## config.mk

```make
export PLATFORM = sky130hd
export DESIGN_NAME = pc_fetch_unit
export DESIGN_NICKNAME = d
export VERILOG_FILES = /design/src/rtl/pc_fetch_unit.sv
export SDC_FILE = /design/constraint.sdc
export NUM_CORES = 1
export LEC_CHECK = 0
export ABC_AREA = 1
export CAP_MARGIN = 20
export CORE_ASPECT_RATIO = 2
export CORE_MARGIN = 10
export CORE_UTILIZATION = 47
export DETAILED_ROUTE_END_ITERATION = 8
export PLACE_DENSITY = 0.82
export SETUP_SLACK_MARGIN = 0.1
export SYNTH_ARGS = -nofsm -noshare
export SYNTH_HDL_FRONTEND = slang
export SYNTH_SLANG_ARGS = --single-unit
```

## constraint.sdc

```tcl
create_clock -name clk_i -period 2.9 [get_ports clk_i]
set_input_delay 0.58 -clock clk_i [delete_from_list [all_inputs] [get_ports clk_i]]
set_output_delay 0.58 -clock clk_i [all_outputs]
set_load 0.01 [all_outputs]
```

## src/rtl/pc_fetch_unit.sv

```systemverilog
// Program counter and instruction-fetch sequencer: one outstanding imem request,
// holds the fetched word for decode, and squashes in-flight fetches on exceptions.
//
// state   | meaning
// FETCH   | requesting imem at pc, waiting for ack
// HOLD    | inst valid, waiting for decode to take it
// DRAIN   | squashed request still outstanding at old_addr; data is discarded
module pc_fetch_unit #(
  parameter logic [31:0] RESET_PC   = 32'h0040_0000,
  parameter logic [31:0] EXC_VECTOR = 32'h0040_0004
) (
  input  logic        clk_i,
  input  logic        rst_i,
  input  logic [2:0]  npc_sel_i,
  input  logic [15:0] branch_off_i,
  input  logic [31:0] jtarget_i,
  input  logic [31:0] rs_val_i,
  input  logic [31:0] epc_i,
  input  logic        exc_i,
  output logic        imem_req_o,
  output logic [31:0] imem_addr_o,
  input  logic        imem_ack_i,
  input  logic [31:0] imem_rdata_i,
  output logic [31:0] inst_o,
  output logic [31:0] inst_pc_o,
  output logic        inst_valid_o,
  input  logic        inst_take_i,
  output logic [31:0] pc_o
);

  typedef enum logic [1:0] {
    S_FETCH = 2'd0,
    S_HOLD  = 2'd1,
    S_DRAIN = 2'd2
  } state_e;

  state_e      state_q;
  logic [31:0] pc_q;
  logic [31:0] old_addr_q;
  logic [31:0] inst_q;
  logic [31:0] inst_pc_q;
  logic        inst_valid_q;

  logic [31:0] seq_pc;
  logic [31:0] br_off;
  logic [31:0] npc_d;

  always_comb begin
    seq_pc = inst_pc_q + 32'd4;
    br_off = {{14{branch_off_i[15]}}, branch_off_i, 2'b00};
    npc_d  = seq_pc;
    case (npc_sel_i)
      3'd1:    npc_d = seq_pc + br_off;
      3'd2:    npc_d = jtarget_i;
      3'd3:    npc_d = rs_val_i;
      3'd4:    npc_d = epc_i;
      default: npc_d = seq_pc;
    endcase
    npc_d[1:0] = 2'b00;
  end

  always_ff @(posedge clk_i) begin
    if (rst_i) begin
      state_q      <= S_FETCH;
      pc_q         <= RESET_PC;
      old_addr_q   <= 32'd0;
      inst_q       <= 32'd0;
      inst_pc_q    <= 32'd0;
      inst_valid_q <= 1'b0;
    end else begin
      case (state_q)
        S_FETCH: begin
          if (exc_i) begin
            pc_q <= EXC_VECTOR;
            // Without ack the request at pc is still in flight and must be drained.
            if (!imem_ack_i) begin
              old_addr_q <= pc_q;
              state_q    <= S_DRAIN;
            end
          end else if (imem_ack_i) begin
            inst_q       <= imem_rdata_i;
            inst_pc_q    <= pc_q;
            inst_valid_q <= 1'b1;
            state_q      <= S_HOLD;
          end
        end
        S_HOLD: begin
          if (exc_i) begin
            pc_q         <= EXC_VECTOR;
            inst_valid_q <= 1'b0;
            state_q      <= S_FETCH;
          end else if (inst_take_i) begin
            pc_q         <= npc_d;
            inst_valid_q <= 1'b0;
            state_q      <= S_FETCH;
          end
        end
        S_DRAIN: begin
          if (exc_i) pc_q <= EXC_VECTOR;
          if (imem_ack_i) state_q <= S_FETCH;
        end
        default: state_q <= S_FETCH;
      endcase
    end
  end

  assign imem_req_o   = !rst_i && (state_q == S_FETCH || state_q == S_DRAIN);
  assign imem_addr_o  = (state_q == S_DRAIN) ? old_addr_q : pc_q;
  assign inst_o       = inst_q;
  assign inst_pc_o    = inst_pc_q;
  assign inst_valid_o = inst_valid_q;
  assign pc_o         = pc_q;

endmodule

```

==> results of run 1 <==
-- logic make-up (layout without fill, tap and decap cells) --
kind of cell               count (synthesis)  count (layout)  synth area share
and+or+nand+nor                          737             737             0.356
AOI/OAI and AO/OA                        269             269             0.179
buffers and inverters                    183             579            0.0908
DFF                                      125             125             0.295
adders and majority gates                 36              36            0.0540
xor gates and xnor gates                  23              23            0.0246
other                                      1               6          0.000442
-- final timing paths --
path,to,slack [ns],depth (start not counted)
worst min-delay path,inst_o[27],0.48,2
worst min register to register,inst_o[27],0.48,2
worst max register to register,pc_o[26],-0.17,20
worst max-delay path,pc_o[26],-0.17,20
-- stage by stage --
stage	setup TNS, ns	setup WS, ns	power, W
2_1_floorplan	0	0.152	0.00288
4_1_cts	-0.241	-0.0514	0.00641
6_report	-1.74	-0.172	0.00677
5_1_grt	-3.93	-0.347	0.00700
3_5_place_dp	-4.92	-0.431	0.00384
3_3_place_gp	-3.88	-0.387	0.00381
-- flip-flops by register name (all words and copies together) (netlist names) --
signal        count
state_q           2
inst_valid_o      1
pc_o             30
inst_pc_o        30
inst_o           32
old_addr_q       30
-- per-layer routing --
metal / global-route usage / vias up
li1: - / 5238
met1: 0.272 / 5330
met2: 0.554 / 880
met3: 0.0526 / 324
met4: 0.250 / 0
met5: 0 / -
-- what timing repair did --
item                       in CTS  in global routing
pin swaps                      67                 94
setup buffers                  14                 11
gates resized for setup       160                187
setup endpoints to repair      21                 42
-- power breakdown --
group	internal, W	switching [W]	total (W)
registers	0.00185	0.000109	0.00196
logic	0.00109	0.00129	0.00237
clock network	0.00161	0.000827	0.00244
total	0.00455	0.00222	0.00677
-- area by class of cell --
class                      instances  area, um^2
timing repair buffer             428        4020
inverter                         118         449
clock buffer                      30         674
clock inverter                     3        15.0
fill                            1079        3230
sequential                       125        2530
multi-input combinational       1071        6600
tap                              213         267
-- cell usage after synthesis (3+ instances only) --
cell type and number:
sky130_fd_sc_hd__nor2_2 6, sky130_fd_sc_hd__dfxtp_1 125, sky130_fd_sc_hd__a21oi_1 92, sky130_fd_sc_hd__ha_1 35, sky130_fd_sc_hd__o21bai_1 6, sky130_fd_sc_hd__a21o_1 3, sky130_fd_sc_hd__nor2_1 236, sky130_fd_sc_hd__o21ai_1 6
sky130_fd_sc_hd__nand2_1 385, sky130_fd_sc_hd__inv_2 7, sky130_fd_sc_hd__o211ai_1 11, sky130_fd_sc_hd__a221oi_1 26, sky130_fd_sc_hd__buf_2 12, sky130_fd_sc_hd__o21ai_0 117, sky130_fd_sc_hd__buf_6 4, sky130_fd_sc_hd__nor2_4 3
sky130_fd_sc_hd__nand3b_1 8, sky130_fd_sc_hd__nand4_1 13, sky130_fd_sc_hd__clkbuf_1 39, sky130_fd_sc_hd__xnor2_1 8, sky130_fd_sc_hd__nand3_1 61, sky130_fd_sc_hd__and2_1 4, sky130_fd_sc_hd__nor3_2 3, sky130_fd_sc_hd__or2_2 3
sky130_fd_sc_hd__inv_1 110, sky130_fd_sc_hd__xor2_1 14, sky130_fd_sc_hd__nand2_2 4, sky130_fd_sc_hd__nor3_1 8, sky130_fd_sc_hd__buf_4 10
-- worst min-delay path, stage by stage, from the launching register on --
cell and delay [ns]:
sky130_fd_sc_hd__dfxtp_1 0.32, sky130_fd_sc_hd__nor2_1 0.05, sky130_fd_sc_hd__nor2_1 0.08
==> reports/summary.log, run 1 <==
[power] leakage component of the power 6.13 nW
[route] total met3 wirelength after detailed routing 3.68 mm
[route] drt pass-1 iters 6
[global_routing] remaining global-route overflow 0
[logic_synthesis] share of flip-flops with an asynchronous set or reset after synthesis 0
[logic_synthesis] number of enable-type register cells in the synthesized netlist 0
[floorplan] Top-Level Pins 282
[timing] Hold WS 0.480 ns
[route] wire length reported by the detailed router 42.7 mm
[setup_path] type of element launching the critical path flop
[floorplan] FP Rows 69
[logic_synthesis] Syn. warnings 0
[placed_design] weighted congestion reported at the end of routability-driven placement 0.978
[clock_tree] Clk Latency, worst-skew pair 0.46 ns
[finish] Layout Cells excl Fill 1988
[setup_path] standard cell with the maximum stage delay on the critical path sky130_fd_sc_hd__dfxtp_2
[finish] most common cell after layout, fill and taps aside sky130_fd_sc_hd__nand2_1
[timing] Slew HR 0.545
[setup_path] arrival time at the worst endpoint 3.46 ns
[timing] final setup violating endpoints 19
[clock_tree] number of sinks on the clock net 125
[logic_synthesis] synthesized netlist cell count 1374
[global_routing] pin count of the biggest net entering global routing 45
[timing] number of endpoints with negative hold slack in the final report 0
[clock_tree] CTS tree yes
[timing] period utilization 1.06
[route] DRT antenna net count 0
[global_routing] first-pass GRT wire length 58.3 mm
[clock_tree] H-tree depth 4
[route] count of routing violations after the opening detailed-route iteration 953
[logic_synthesis] synth top area cells sky130_fd_sc_hd__dfxtp_1, sky130_fd_sc_hd__nand2_1, sky130_fd_sc_hd__nor2_1, sky130_fd_sc_hd__o21ai_0, sky130_fd_sc_hd__a21oi_1
[finish] commonest non-fill, non-tap cells in the layout sky130_fd_sc_hd__nand2_1, sky130_fd_sc_hd__clkdlybuf4s50_1, sky130_fd_sc_hd__nor2_1, sky130_fd_sc_hd__buf_4, sky130_fd_sc_hd__dfxtp_1
[timing] Final Slew Violations 0
[timing] minimum period implied by the final worst setup slack 3.07 ns
[setup_path] count of buffer and inverter cells on the critical path 5
[route] Met2 Routed Length 21.7 mm
[setup_path] cells traversed along the worst timing path buf_6, nand4_1, buf_6, nor3_4, nand3b_1, nor2_1, xor2_1, inv_1, ha_4, nand2_4, nor2_4, buf_4, buf_6, a21oi_2, nand3_1, nand2_1, nand3_2, nand2_1, nand2_1, a21oi_1
[setup_path] reg2reg start inst_pc_o[11]
[route] Avg WL per Cell 21.5 um
[finish] area growth from synthesis to final layout 71.5%
[placed_design] DP Wirelength 28.7 mm
[global_routing] initial antenna violation count 0
[setup_path] largest stage delay on the critical path 0.35 ns
[placed_design] Port Buf Inserts 269
[finish] Final Util 0.818
[clock_tree] cell at the root of the clock tree sky130_fd_sc_hd__clkbuf_16
[logic_synthesis] part of the Yosys area used for sequential elements 0.295
[clock_tree] register clock-pin slew on the reported worst setup and hold paths 0.06 ns
[logic_synthesis] Syn Std Cell Area 0.00849 mm^2
[floorplan] Die Footprint 0.0242 mm^2
[setup_path] Largest delay share family, worst path simple AND/OR/NAND/NOR gates
[power] IR drop worst, VDD 325 uV
[route] met1 wire length 12.8 mm
[setup_path] endpoint type of the worst setup path flop
[timing] final setup skew 0.0113 ns
[run_status] violated checks negative setup slack
[route] via count 11800
[placed_design] number of cells after detailed placement 1931
[logic_synthesis] fraction of post-synthesis cell area in the top cell type by area 0.295
[floorplan] vertical extent of the die 210 um
[clock_tree] number of buffers created by CTS 25
[run_status] status complete, but fails checks
[timing] slew of the pin with the lowest slew margin 0.683 ns
[setup_path] startpoint-to-endpoint class of the critical path flop to flop
[setup_path] Data required, critical path 3.29 ns
[route] Via density 5.92
[flow_run] maxcap violations 0
[floorplan] horizontal die dimension 115 um
[logic_synthesis] Yosys reg bits 125
[route] total DRC errors in the routed layout 0
[min_path] worst hold path class flop to flop
[logic_synthesis] Netlist cell types 42
[clock_tree] CTS Buffer Depth 3
[finish] Final #Nets 1957
[global_routing] vias in the first global route 11300
[logic_synthesis] Primary FF master, synth sky130_fd_sc_hd__dfxtp_1
[power] total power per unit cell area 466 mW/mm^2
[finish] fraction of final layout cells with drive strength greater than 1 0.265
[route] uppermost routed layer met4
[finish] Antenna Diode Count 0
[setup_path] launching instance or port of the critical path inst_pc_o[11]
[logic_synthesis] top cell type by total area after synthesis sky130_fd_sc_hd__dfxtp_1
[timing] RSZ-0062 raised after global routing true
[placed_design] Area after DPL 0.0122 mm^2
[timing] worst-case setup margin in the final layout -0.172 ns
[min_path] startpoint of the worst hold path inst_o[27]
[floorplan] initial standard-cell utilization of the core 0.477
[setup_path] top fanout value on the critical path 4
[finish] post-route design area 0.0146 mm^2
[clock_tree] number of hold buffers added after cts 0
[logic_synthesis] mean instance size in the synthesized netlist 6.18 um^2
[global_routing] global-route total usage across every layer 0.301
[timing] upper clock frequency limit 326 MHz
[floorplan] Std-Cell Core Area 0.0178 mm^2
No activity file was read; power rests on OpenSTA's default activity.
==> run 2, diff against run 1 <==
--- a/config.mk
+++ b/config.mk
@@ -7,11 +7,14 @@
 export LEC_CHECK = 0
 export ABC_AREA = 1
 export CAP_MARGIN = 20
+export CELL_PAD_IN_SITES_DETAIL_PLACEMENT = 1
+export CELL_PAD_IN_SITES_GLOBAL_PLACEMENT = 2
 export CORE_ASPECT_RATIO = 2
 export CORE_MARGIN = 10
-export CORE_UTILIZATION = 47
+export CORE_UTILIZATION = 24
+export CTS_CLUSTER_SIZE = 16
 export DETAILED_ROUTE_END_ITERATION = 8
-export PLACE_DENSITY = 0.82
+export PLACE_DENSITY_LB_ADDON = 0.1
 export SETUP_SLACK_MARGIN = 0.1
 export SYNTH_ARGS = -nofsm -noshare
 export SYNTH_HDL_FRONTEND = slang
==> reports/summary.log, run 2 (synthesis gave the netlist of run 1 again) <==
[run_status] status complete, but fails checks
[run_status] violated checks negative setup slack
[timing] Slew HR 0.473
[power] IR drop worst, VDD 439 uV
[setup_path] top fanout value on the critical path 5
[timing] minimum period implied by the final worst setup slack 3.06 ns
[power] Cell Int Power 0.00455 W
[finish] post-route design area 0.0152 mm^2
[floorplan] Die Footprint 0.0437 mm^2
[finish] Final #Nets 2004
[global_routing] initial antenna violation count 1
[clock_tree] register clock-pin slew on the reported worst setup and hold paths 0.06 ns
[finish] number of flip-flops under the largest register name 32
[route] via count 10800
[power] proportion of power drawn by the clock network 0.350
[floorplan] initial standard-cell utilization of the core 0.243
[finish] area growth from synthesis to final layout 78.9%
[power] total power per unit cell area 445 mW/mm^2
[route] count of routing violations after the opening detailed-route iteration 299
[setup_path] Largest delay share family, worst path simple AND/OR/NAND/NOR gates
[timing] final setup skew 0.00823 ns
[clock_tree] CTS Buffer Depth 2
[floorplan] vertical extent of the die 286 um
[placed_design] DP Wirelength 36.0 mm
[setup_path] Data required, critical path 3.21 ns
[global_routing] first-pass GRT wire length 67.0 mm
[clock_tree] number of sinks on the clock net 125
[finish] number of inserted filler cells in the final layout 4362
[setup_path] arrival time at the worst endpoint 3.37 ns
[timing] slew of the pin with the lowest slew margin 0.789 ns
[timing] RSZ-0062 raised after global routing true
[setup_path] most frequent cell on the critical path sky130_fd_sc_hd__nand2_1
[clock_tree] Clk Latency, worst-skew pair 0.43 ns
[route] DRT antenna net count 0
[placed_design] pre-CTS setup slack -0.642 ns
[setup_path] Reg-to-Reg End pc_o[30]
[timing] Final Slew Violations 0
[floorplan] Std-Cell Core Area 0.0350 mm^2
[setup_path] reg2reg start inst_pc_o[2]
[power] leakage component of the power 6.41 nW
[global_routing] vias in the first global route 11700
[setup_path] endpoint type of the worst setup path flop
[global_routing] global-route total usage across every layer 0.194
[setup_path] cells traversed along the worst timing path ha_4, nand2_2, inv_2, nand3_4, nor3_4, nand3b_1, nor2_2, xor2_1, inv_1, ha_4, nand2_4, nor2_4, inv_2, nor3_2, nand3_1, nand2_1, nand2_1, nand3_1, nand2_1, nand2_1, a21oi_1
[setup_path] startpoint-to-endpoint class of the critical path flop to flop
[clock_tree] number of buffers created by CTS 17
[setup_path] standard cell with the maximum stage delay on the critical path sky130_fd_sc_hd__dfxtp_4
[setup_path] largest stage delay on the critical path 0.38 ns
[power] Comb power frac 0.361
[power] net switching power figure 0.00221 W
[finish] commonest non-fill, non-tap cells in the layout sky130_fd_sc_hd__nand2_1, sky130_fd_sc_hd__clkdlybuf4s50_1, sky130_fd_sc_hd__nor2_1, sky130_fd_sc_hd__buf_4, sky130_fd_sc_hd__dfxtp_1
[floorplan] Top-Level Pins 282
[timing] number of endpoints with negative hold slack in the final report 0
[power] power share of the sequential group 0.288
[timing] Total Neg Setup Slack -1.41 ns
[route] drt pass-1 iters 4
[setup_path] count of buffer and inverter cells on the critical path 3
[finish] total area of sequential cells 0.00252 mm^2
[placed_design] Area after DPL 0.0129 mm^2
[route] total DRC errors in the routed layout 0
[global_routing] pin count of the biggest net entering global routing 90
[placed_design] Port Buf Inserts 269
[setup_path] slack of the worst reg-to-reg path -0.16 ns
[clock_tree] cell at the root of the clock tree sky130_fd_sc_hd__clkbuf_16
[global_routing] remaining global-route overflow 0
[min_path] worst hold endpoint old_addr_q[11]
[timing] final setup violating endpoints 17
[route] Via density 4.74
[route] Avg WL per Cell 19.5 um
[clock_tree] CTS tree yes
[setup_path] cells on worst reg2reg path 21
[floorplan] FP Rows 97
[setup_path] type of element launching the critical path flop
[floorplan] horizontal die dimension 153 um
[timing] Hold WS 0.480 ns
[finish] fraction of final layout cells with drive strength greater than 1 0.273
[route] wire length reported by the detailed router 44.4 mm
[min_path] startpoint of the worst hold path old_addr_q[11]
[finish] area occupied by multi-input gates 0.00654 mm^2
[flow_run] maxcap violations 0
[min_path] worst hold path class flop to flop
[finish] most common cell after layout, fill and taps aside sky130_fd_sc_hd__nand2_1
[timing] period utilization 1.05
[clock_tree] H-tree depth 4
[timing] worst-case setup margin in the final layout -0.159 ns
[timing] upper clock frequency limit 327 MHz
[min_path] number of instances on the worst hold path 2
[placed_design] weighted congestion reported at the end of routability-driven placement 0.839
[power] fraction of power spent switching nets 0.327
## run 2: changes by cell type in the layout (fill, tap and decap cells not counted), moves of 6 or more
cell	previous run	this run
sky130_fd_sc_hd__dfxtp_1	112	118
sky130_fd_sc_hd__inv_1	86	92
sky130_fd_sc_hd__dfxtp_2	10	4
sky130_fd_sc_hd__buf_4	138	187
sky130_fd_sc_hd__clkbuf_16	25	17
sky130_fd_sc_hd__a21oi_1	57	70
sky130_fd_sc_hd__a21oi_2	27	15
## run 2: metrics by stage
step / util / std cells / total power [W]
2_1_floorplan: - / 1379 / 0.00288
3_3_place_gp: 0.369 / 2213 / 0.00399
3_5_place_dp: 0.369 / 2213 / 0.00403
4_1_cts: 0.416 / 2257 / 0.00667
5_1_grt: 0.434 / 2274 / 0.00711
6_report: 0.434 / 2274 / 0.00675
## run 2: metal layers
layer	track usage	part of all wire
met5	0	0
met4	0.0697	0.035
met3	0.0293	0.031
met2	0.393	0.57
met1	0.190	0.37
## run 2: how the worst max path moves through the flow
| stage | start | endpoint | slack (ns) | cells past startpoint |
|---|---|---|---|---|
| 6_report | inst_pc_o[2] | pc_o[30] | -0.16 | 21 |
| 4_1_cts | inst_pc_o[3] | pc_o[28] | -0.25 | 22 |
| 3_5_place_dp | inst_pc_o[2] | pc_o[28] | -0.64 | 21 |
| 5_1_grt | inst_pc_o[6] | pc_o[27] | -0.39 | 23 |
| 2_1_floorplan | inst_pc_o[3] | pc_o[30] | 0.15 | 21 |
| 3_3_place_gp | inst_pc_o[2] | pc_o[28] | -0.61 | 21 |
## run 2: worst reg2reg max path, delay by kind of cell (launching register included)
kind | cells | cell delay (ns)
AOI/OAI and AO/OA | 1 | 0.05
xor gates and xnor gates | 1 | 0.20
adders and majority gates | 2 | 0.47
buffers and inverters | 3 | 0.25
DFF | 1 | 0.38
and+or+nand+nor | 14 | 1.56
## run 2: what timing repair did
| action | 4_1_cts | 5_1_grt |
|---|---|---|
| pin swaps | 49 | 54 |
| gates resized for setup | 203 | 123 |
| setup endpoints to repair | 41 | 38 |
| buffers inserted | 13 | 16 |
| cloned | 0 | 0 |
| hold buffers | 0 | 0 |
## run 2: power groups by stage
stage | sequential, W | clock, W | combinational (W)
after CTS | 0.00195 | 0.00242 | 0.00230
final | 0.00195 | 0.00237 | 0.00244
after global routing | 0.00197 | 0.00249 | 0.00266
after global placement | 0.00197 | 0 | 0.00202
after floorplan | 0.00202 | 0 | 0.000865
after detailed placement | 0.00198 | 0 | 0.00205
## run 2: cell type report
type | count | share of cell area
clock buffer | 17 | 0.0280
clock inverter | 14 | 0.0145
timing repair buffer | 483 | 0.295
sequential | 125 | 0.166
tap | 445 | 0.0367
antenna | 1 | 0.000165
multi-input combinational | 1071 | 0.431
inverter | 118 | 0.0294
